### src/rtl/lb_apb_pkg.sv
// Shared state encoding and constants for the local-bus to APB bridge.
package lb_apb_pkg;

    typedef enum logic [1:0] {
        StIdle   = 2'd0,
        StSetup  = 2'd1,
        StAccess = 2'd2,
        StDone   = 2'd3
    } lb_apb_state_e;

    localparam logic [2:0] PPROT_DEFAULT = 3'b000;

endpackage

### src/rtl/lb2apb_bridge.sv
// Local-bus to APB master bridge: one transfer at a time, writes win over reads,
// optional ACCESS timeout that completes the transfer with an error.
module lb2apb_bridge
    import lb_apb_pkg::*;
#(
    parameter int unsigned ADDR_W  = 8,
    parameter int unsigned DATA_W  = 16,
    parameter int unsigned STRB_W  = DATA_W / 8,
    parameter int unsigned TIMEOUT = 255
) (
    input  logic              clk,
    input  logic              rst,
    input  logic [ADDR_W-1:0] lb_waddr,
    input  logic [DATA_W-1:0] lb_wdata,
    input  logic [STRB_W-1:0] lb_wstrb,
    input  logic              lb_wen,
    output logic              lb_wready,
    input  logic [ADDR_W-1:0] lb_raddr,
    input  logic              lb_ren,
    output logic [DATA_W-1:0] lb_rdata,
    output logic              lb_rvalid,
    output logic              err,
    output logic              psel,
    output logic              penable,
    output logic              pwrite,
    output logic [ADDR_W-1:0] paddr,
    output logic [DATA_W-1:0] pwdata,
    output logic [STRB_W-1:0] pstrb,
    output logic [2:0]        pprot,
    input  logic [DATA_W-1:0] prdata,
    input  logic              pready,
    input  logic              pslverr
);

    localparam int unsigned CNT_W = (TIMEOUT > 0) ? $clog2(TIMEOUT + 1) : 1;

    lb_apb_state_e     r_state;
    lb_apb_state_e     w_state_next;
    logic [ADDR_W-1:0] r_paddr;
    logic [DATA_W-1:0] r_pwdata;
    logic [STRB_W-1:0] r_pstrb;
    logic              r_pwrite;
    logic [DATA_W-1:0] r_rdata;
    logic              r_err;
    logic [CNT_W-1:0]  r_cnt;
    logic              w_timeout;

    assign w_timeout = (TIMEOUT != 0) && !pready && (r_cnt == CNT_W'(TIMEOUT - 1));

    always_ff @(posedge clk or posedge rst) begin
        if (rst) begin
            r_state <= StIdle;
        end else begin
            r_state <= w_state_next;
        end
    end

    always_comb begin
        w_state_next = r_state;
        unique case (r_state)
            StIdle:   if (lb_wen || lb_ren) w_state_next = StSetup;
            StSetup:  w_state_next = StAccess;
            StAccess: if (pready || w_timeout) w_state_next = StDone;
            StDone:   w_state_next = StIdle;
            default:  w_state_next = StIdle;
        endcase
    end

    always_comb begin
        psel      = (r_state == StSetup) || (r_state == StAccess);
        penable   = (r_state == StAccess);
        lb_wready = (r_state == StDone) && r_pwrite;
        lb_rvalid = (r_state == StDone) && !r_pwrite;
        err       = (r_state == StDone) && r_err;
    end

    // Request fields are captured only in IDLE so the APB side stays stable until DONE.
    always_ff @(posedge clk or posedge rst) begin
        if (rst) begin
            r_paddr  <= '0;
            r_pwdata <= '0;
            r_pstrb  <= '0;
            r_pwrite <= 1'b0;
            r_rdata  <= '0;
            r_err    <= 1'b0;
            r_cnt    <= '0;
        end else begin
            unique case (r_state)
                StIdle: begin
                    if (lb_wen) begin
                        r_paddr  <= lb_waddr;
                        r_pwdata <= lb_wdata;
                        r_pstrb  <= lb_wstrb;
                        r_pwrite <= 1'b1;
                    end else if (lb_ren) begin
                        r_paddr  <= lb_raddr;
                        r_pstrb  <= '0;
                        r_pwrite <= 1'b0;
                    end
                end
                StSetup: r_cnt <= '0;
                StAccess: begin
                    if (pready) begin
                        r_err <= pslverr;
                        if (!r_pwrite) r_rdata <= pslverr ? '0 : prdata;
                    end else if (w_timeout) begin
                        r_err <= 1'b1;
                        if (!r_pwrite) r_rdata <= '0;
                    end else begin
                        r_cnt <= r_cnt + CNT_W'(1);
                    end
                end
                default: ;
            endcase
        end
    end

    assign paddr    = r_paddr;
    assign pwdata   = r_pwdata;
    assign pstrb    = r_pstrb;
    assign pwrite   = r_pwrite;
    assign pprot    = PPROT_DEFAULT;
    assign lb_rdata = r_rdata;

endmodule

### config.mk
export PLATFORM = sky130hd
export DESIGN_NAME = lb2apb_bridge
export DESIGN_NICKNAME = d
export VERILOG_FILES = /design/src/rtl/lb_apb_pkg.sv /design/src/rtl/lb2apb_bridge.sv
export SDC_FILE = /design/constraint.sdc
export NUM_CORES = 1
export LEC_CHECK = 0
export BUFFER_PORTS_ARGS = -buffer_cell sky130_fd_sc_hd__buf_2
export CELL_PAD_IN_SITES_DETAIL_PLACEMENT = 0
export CELL_PAD_IN_SITES_GLOBAL_PLACEMENT = 1
export CORE_MARGIN = 2
export CORE_UTILIZATION = 35
export DETAILED_ROUTE_END_ITERATION = 8
export HOLD_SLACK_MARGIN = 0.06
export PLACE_DENSITY = 0.8
export SYNTH_ARGS = -nofsm -noshare
export SYNTH_HDL_FRONTEND = slang
export SYNTH_SLANG_ARGS = --single-unit
### constraint.sdc
create_clock -name clk -period 1.9 [get_ports clk]
set_input_delay 0.19 -clock clk [delete_from_list [all_inputs] [get_ports clk]]
set_output_delay 0.19 -clock clk [all_outputs]
set_load 0.01 [all_outputs]
* Word level (Yosys, flattened, before mapping)
Index checks and enable logic that the tools add are counted.
Storage, ports and cells: output and inout port bits 51, register bits 54, input port bits 56
Operators by class: mux-type cells 19, add/sub/neg operators 1, bitwise gates (word level) 1, equality and inequality tests 8, reductions and logical operators 19
Operators with widths (number):
- $mux 16 | 5
- $mux 8 | 4
- $pmux 8 s2 | 1
- $add 8x1->8 const B | 1
- $eq 8x8->1 const B | 1
- $mux 2 | 4
- $pmux 2 s4 | 1
- $reduce_and 2->1 | 4
- $ne 2x2->1 const B | 3
- $reduce_and 3->1 | 2
- $reduce_bool 2->1 | 3
- $eq 2x2->1 const B | 2
- $logic_and 1x1->1 | 4
- $mux 1 | 4
- $logic_or 1x1->1 | 3
- $eq 2x1->1 const B | 1
- $logic_not 1->1 | 2
- $logic_not 2->1 | 1
- $ne 2x1->1 const B | 1
- $not 1->1 | 1

* Depth between registers and ports, before layout
word-level depth 5, depth in mapped cells 7, depth with buffers taken out 6

* Worst setup path after synthesis
OpenSTA, ideal clock, no wires.
path kind register -> register, start register r_state[0], end register r_rdata[0] (netlist: lb_rdata[0]), stages on the path, launching flop included 7, path slack 256 ps, buffers on the path 2, arrival 1579 ps, data required time 1835 ps, setup time 65 ps, cells stage by stage dfrtp_1 > inv_1 > ha_1 > buf_2 > nor4b_4 > buf_2 > a22o_1
On the way: cells in the longest elaborated chain, start to end 2
RTL lines:
- start: declaration | line lb2apb_bridge.sv:37 | lb_apb_state_e r_state;
- start signal: assignment | line lb2apb_bridge.sv:52 | r_state <= StIdle;
- start signal: assignment | line lb2apb_bridge.sv:54 | r_state <= w_state_next;
- $eq 2x2->1
- named net penable | line lb2apb_bridge.sv:24 | output logic penable,
- $reduce_and 3->1 (no source line)
- end signal: assignment | line lb2apb_bridge.sv:105 | if (!r_pwrite) r_rdata <= pslverr ? '0 : prdata;
- end: declaration | line lb2apb_bridge.sv:43 | logic [DATA_W-1:0] r_rdata;
The timed path passes the listed nets, and every way through them passes these cells. A chain may end at the register's enable or synchronous reset.

* Final worst setup path
start register r_cnt[0], end register r_cnt[3]
On the way: cells in the longest elaborated chain, start to end 4, elaborated cells between the ends (all ways) 8, those cells by class 1 x add/sub; 2 x eq/ne; 3 x mux; 2 x reduce/logical
RTL lines:
- start: declaration | line lb2apb_bridge.sv:45 | logic [CNT_W-1:0] r_cnt;
- start signal: assignment | line lb2apb_bridge.sv:110 | r_cnt <= r_cnt + CNT_W'(1);
- $add 8x1->8 or $eq 8x8->1 (tied branches) | line lb2apb_bridge.sv:110, lb2apb_bridge.sv:48
- $mux 8 or $logic_and 1x1->1 (tied branches) | line lb2apb_bridge.sv:106, lb2apb_bridge.sv:48
- $mux 8 or $ne 2x2->1 (tied branches)
- $pmux 8 s2 or $reduce_and 3->1 (tied branches)
Parallel ways exist; a longest one is shown, timed or not. The select of a mux whose other input is x is not followed.

==> out/metrics.yaml <==
run_status:
  status: "finished, final reports clean"
placement:
  place.gp.congestion: 0.7405
  dpl.hpwl_um: 4296
  port-buffer-count: 103
  place_ws_ns: 0.1604
  place_area_um2: 3047
  dp_cells: 383
setup_path:
  start_kind: "register"
  arrival_ns: 2.02
  cp_max_fo: 7
  critical_path_class: "register to register"
  critPathCaptureType: "register"
  crit_required_ns: 2.16
timing:
  rsz0062_at_grt: "no"
  finalSetupViolCount: 0
  finalMaxSlewViolations: 0
  setup_ws_ns: 0.1370
  fin_worst_skew_ns: 0.009654
  fin_tns_setup_ns: 0
  clock.fmax_mhz: 567.2
  hold_ws_ns: 0.08100
  hold_viol_final: 0
  fin_crit_ns: 1.763
  period_share_pct: 92.79
power_and_ir_drop:
  p_seq_share_pct: 39.5
  clock_power_share_pct: 16.1
  p_sw_share_pct: 37.41
  comb_power_share_pct: 44.4
  switching_power_mw: 1.865
  power_density_nw_per_um2: 1571
  p_leak_nw: 1.610
  irDropWorstVdd_v: 0.0007447
  internal_power_mw: 3.120
  finalPower_mw: 4.985
job:
  maxCapViolations: 0
detailed_routing:
  vias: 2042
  drt-pass1-iter-count: 4
  drtIter0Drc: 148
  routedWlPerCell_um: 14.74
  drc: 0
  ant_nets: 0
  wirelength_um: 5779
  vias_per_cell: 5.209
global_route:
  grt_pass1_vias: 2035
  antenna_found_initial: 0
  grt_pass1_wl_um: 9473
  grt_max_degree: 21
  overflow: 0
  grt_usage_pct: 15.76
worst_hold_path:
  holdCritPathClass: "input port to register"
synth:
  syn_area_um2: 2412
  synth_cells: 199
  ys_warn_count: 0
  ys_ff_latch: 54
  synth_edf_count: 0
  synthTopCellsByArea: "dfrtp_1, mux2_2, a22o_1, o22ai_1, ha_1"
  async_reset_ff_share_pct: 100.0
  synth.top_cell.area_share_pct: 56.02
  yosys_most_used_dff: "dfrtp_1"
  yosys.area.top_type: "dfrtp_1"
  ys_seq_area_share_pct: 56.02
  yosysUniqueCellTypes: 42
  avgSynthCellArea_um2: 12.12
floorplanning:
  die-area_um2: 7572
  core-area_um2: 6719
  initial_core_util_pct: 35.90
  die_x_um: 87.02
  core.rowCount: 30
  die_h_um: 87.02
  ioPinCount: 107
clock_tree:
  clkSinkCount: 54
  postCtsHoldBufs: 1
  cts_max_level: 2
  clk_latency_ns: 0.32
  cts_buffer_depth: 2
  clk_pin_slew_ns: 0.11
  cts-root-buf: "clkbuf_8"
  postCtsSetupBuffers: 0
  ctsResizeCount: 0
  cts_buffers: 5
  tritoncts: "yes"
cells_and_area:
  area_delta_synth_final_pct: 31.54
  nets: 373
  layout_commonest_cell: "buf_2"
  final_area_um2: 3173
  n_antenna_cell: 0
  final_cells: 392
  layout-drive-gt1-share_pct: 45.83
  layout_common_cells: "buf_2, dfrtp_1, a22o_1, mux2_2, o22ai_1"
  fin_util_pct: 47.23
## layer usage
layer	wire length [um]	up-vias	track usage, %	share of wire, %
li1	-	962	-	-
met1	2507	996	20.42	43
met2	2870	77	26.02	50
met3	310	7	2.938	5.4
met4	89	0	6.250	1.5
met5	0	-	0	0
## power groups by stage
stage | Sequential (mW) | Clock, mW | Combinational (mW)
6_report | 1.97 | 0.802 | 2.21
5_1_grt | 2.03 | 0.870 | 2.43
4_1_cts | 1.97 | 0.829 | 2.24
3_5_place_dp | 1.98 | 0 | 2.24
3_3_place_gp | 1.97 | 0 | 2.19
2_1_floorplan | 2.17 | 0 | 1.11
## cells in the mapped netlist, drive strengths merged (2+ instances only)
master / n
nor4b: 2
ha: 6
o311ai: 2
mux2: 16
nand3: 7
a31oi: 3
buf: 8
inv: 7
a22o: 16
o22ai: 16
and2: 2
clkbuf: 4
a21oi: 12
a32o: 2
or4: 2
nand2: 15
dfrtp: 54
o21ai: 4
nor2: 2
## state kept, by name (all words and copies together) (netlist names)
signal    flops
pwdata       16
r_state       2
r_cnt         8
pstrb         2
lb_rdata     16
pwrite        1
r_err         1
paddr         8
## kinds of logic (layout without fill, tap and decap cells)
| logic type | count (synthesis) | count (layout) | synth area share (%) |
|---|---|---|---|
| AOI/OAI and AO/OA | 62 | 62 | 18.67 |
| adders and majority gates | 6 | 6 | 3.112 |
| buffers and inverters | 20 | 131 | 4.201 |
| DFF | 54 | 54 | 56.02 |
| muxes | 17 | 17 | 7.884 |
| other | 1 | 3 | 0.1555 |
| and+or+nand+nor | 39 | 39 | 9.959 |
## final cells by class
| cell class | count | area [um^2] |
|---|---|---|
| fillers | 653 | 3546 |
| clock buffers | 5 | 68.82 |
| well taps | 80 | 100.1 |
| clock inverters | 3 | 47.55 |
| inverters | 8 | 30.03 |
| multi-input cells | 127 | 967.2 |
| flip-flops and latches | 54 | 1351 |
| repair buffers | 115 | 608.1 |
## worst max-delay path: stages (launching register included)
cell     delay, ns
dfrtp_1       0.44
inv_1         0.06
ha_1          0.20
nand2_1       0.13
o31ai_4       0.10
buf_4         0.18
or4_1         0.50
nand3_1       0.10
## worst paths after layout
check	slack, ns	startpoint	cells past startpoint	to
max	0.14	r_cnt[0]$_DFFE_PP0P_	7	r_cnt[3]$_DFFE_PP0P_
min	0.08	prdata[15]	2	lb_rdata[15]$_DFFE_PP0P_
max reg2reg	0.14	r_cnt[0]$_DFFE_PP0P_	7	r_cnt[3]$_DFFE_PP0P_
min reg2reg	0.51	pwdata[3]$_DFFE_PP0P_	1	pwdata[3]$_DFFE_PP0P_
max in group asynchronous	0.89	rst	4	r_cnt[1]$_DFFE_PP0P_
min in group asynchronous	0.41	rst	3	pwdata[8]$_DFFE_PP0P_
(Power assumes the default switching activity.)
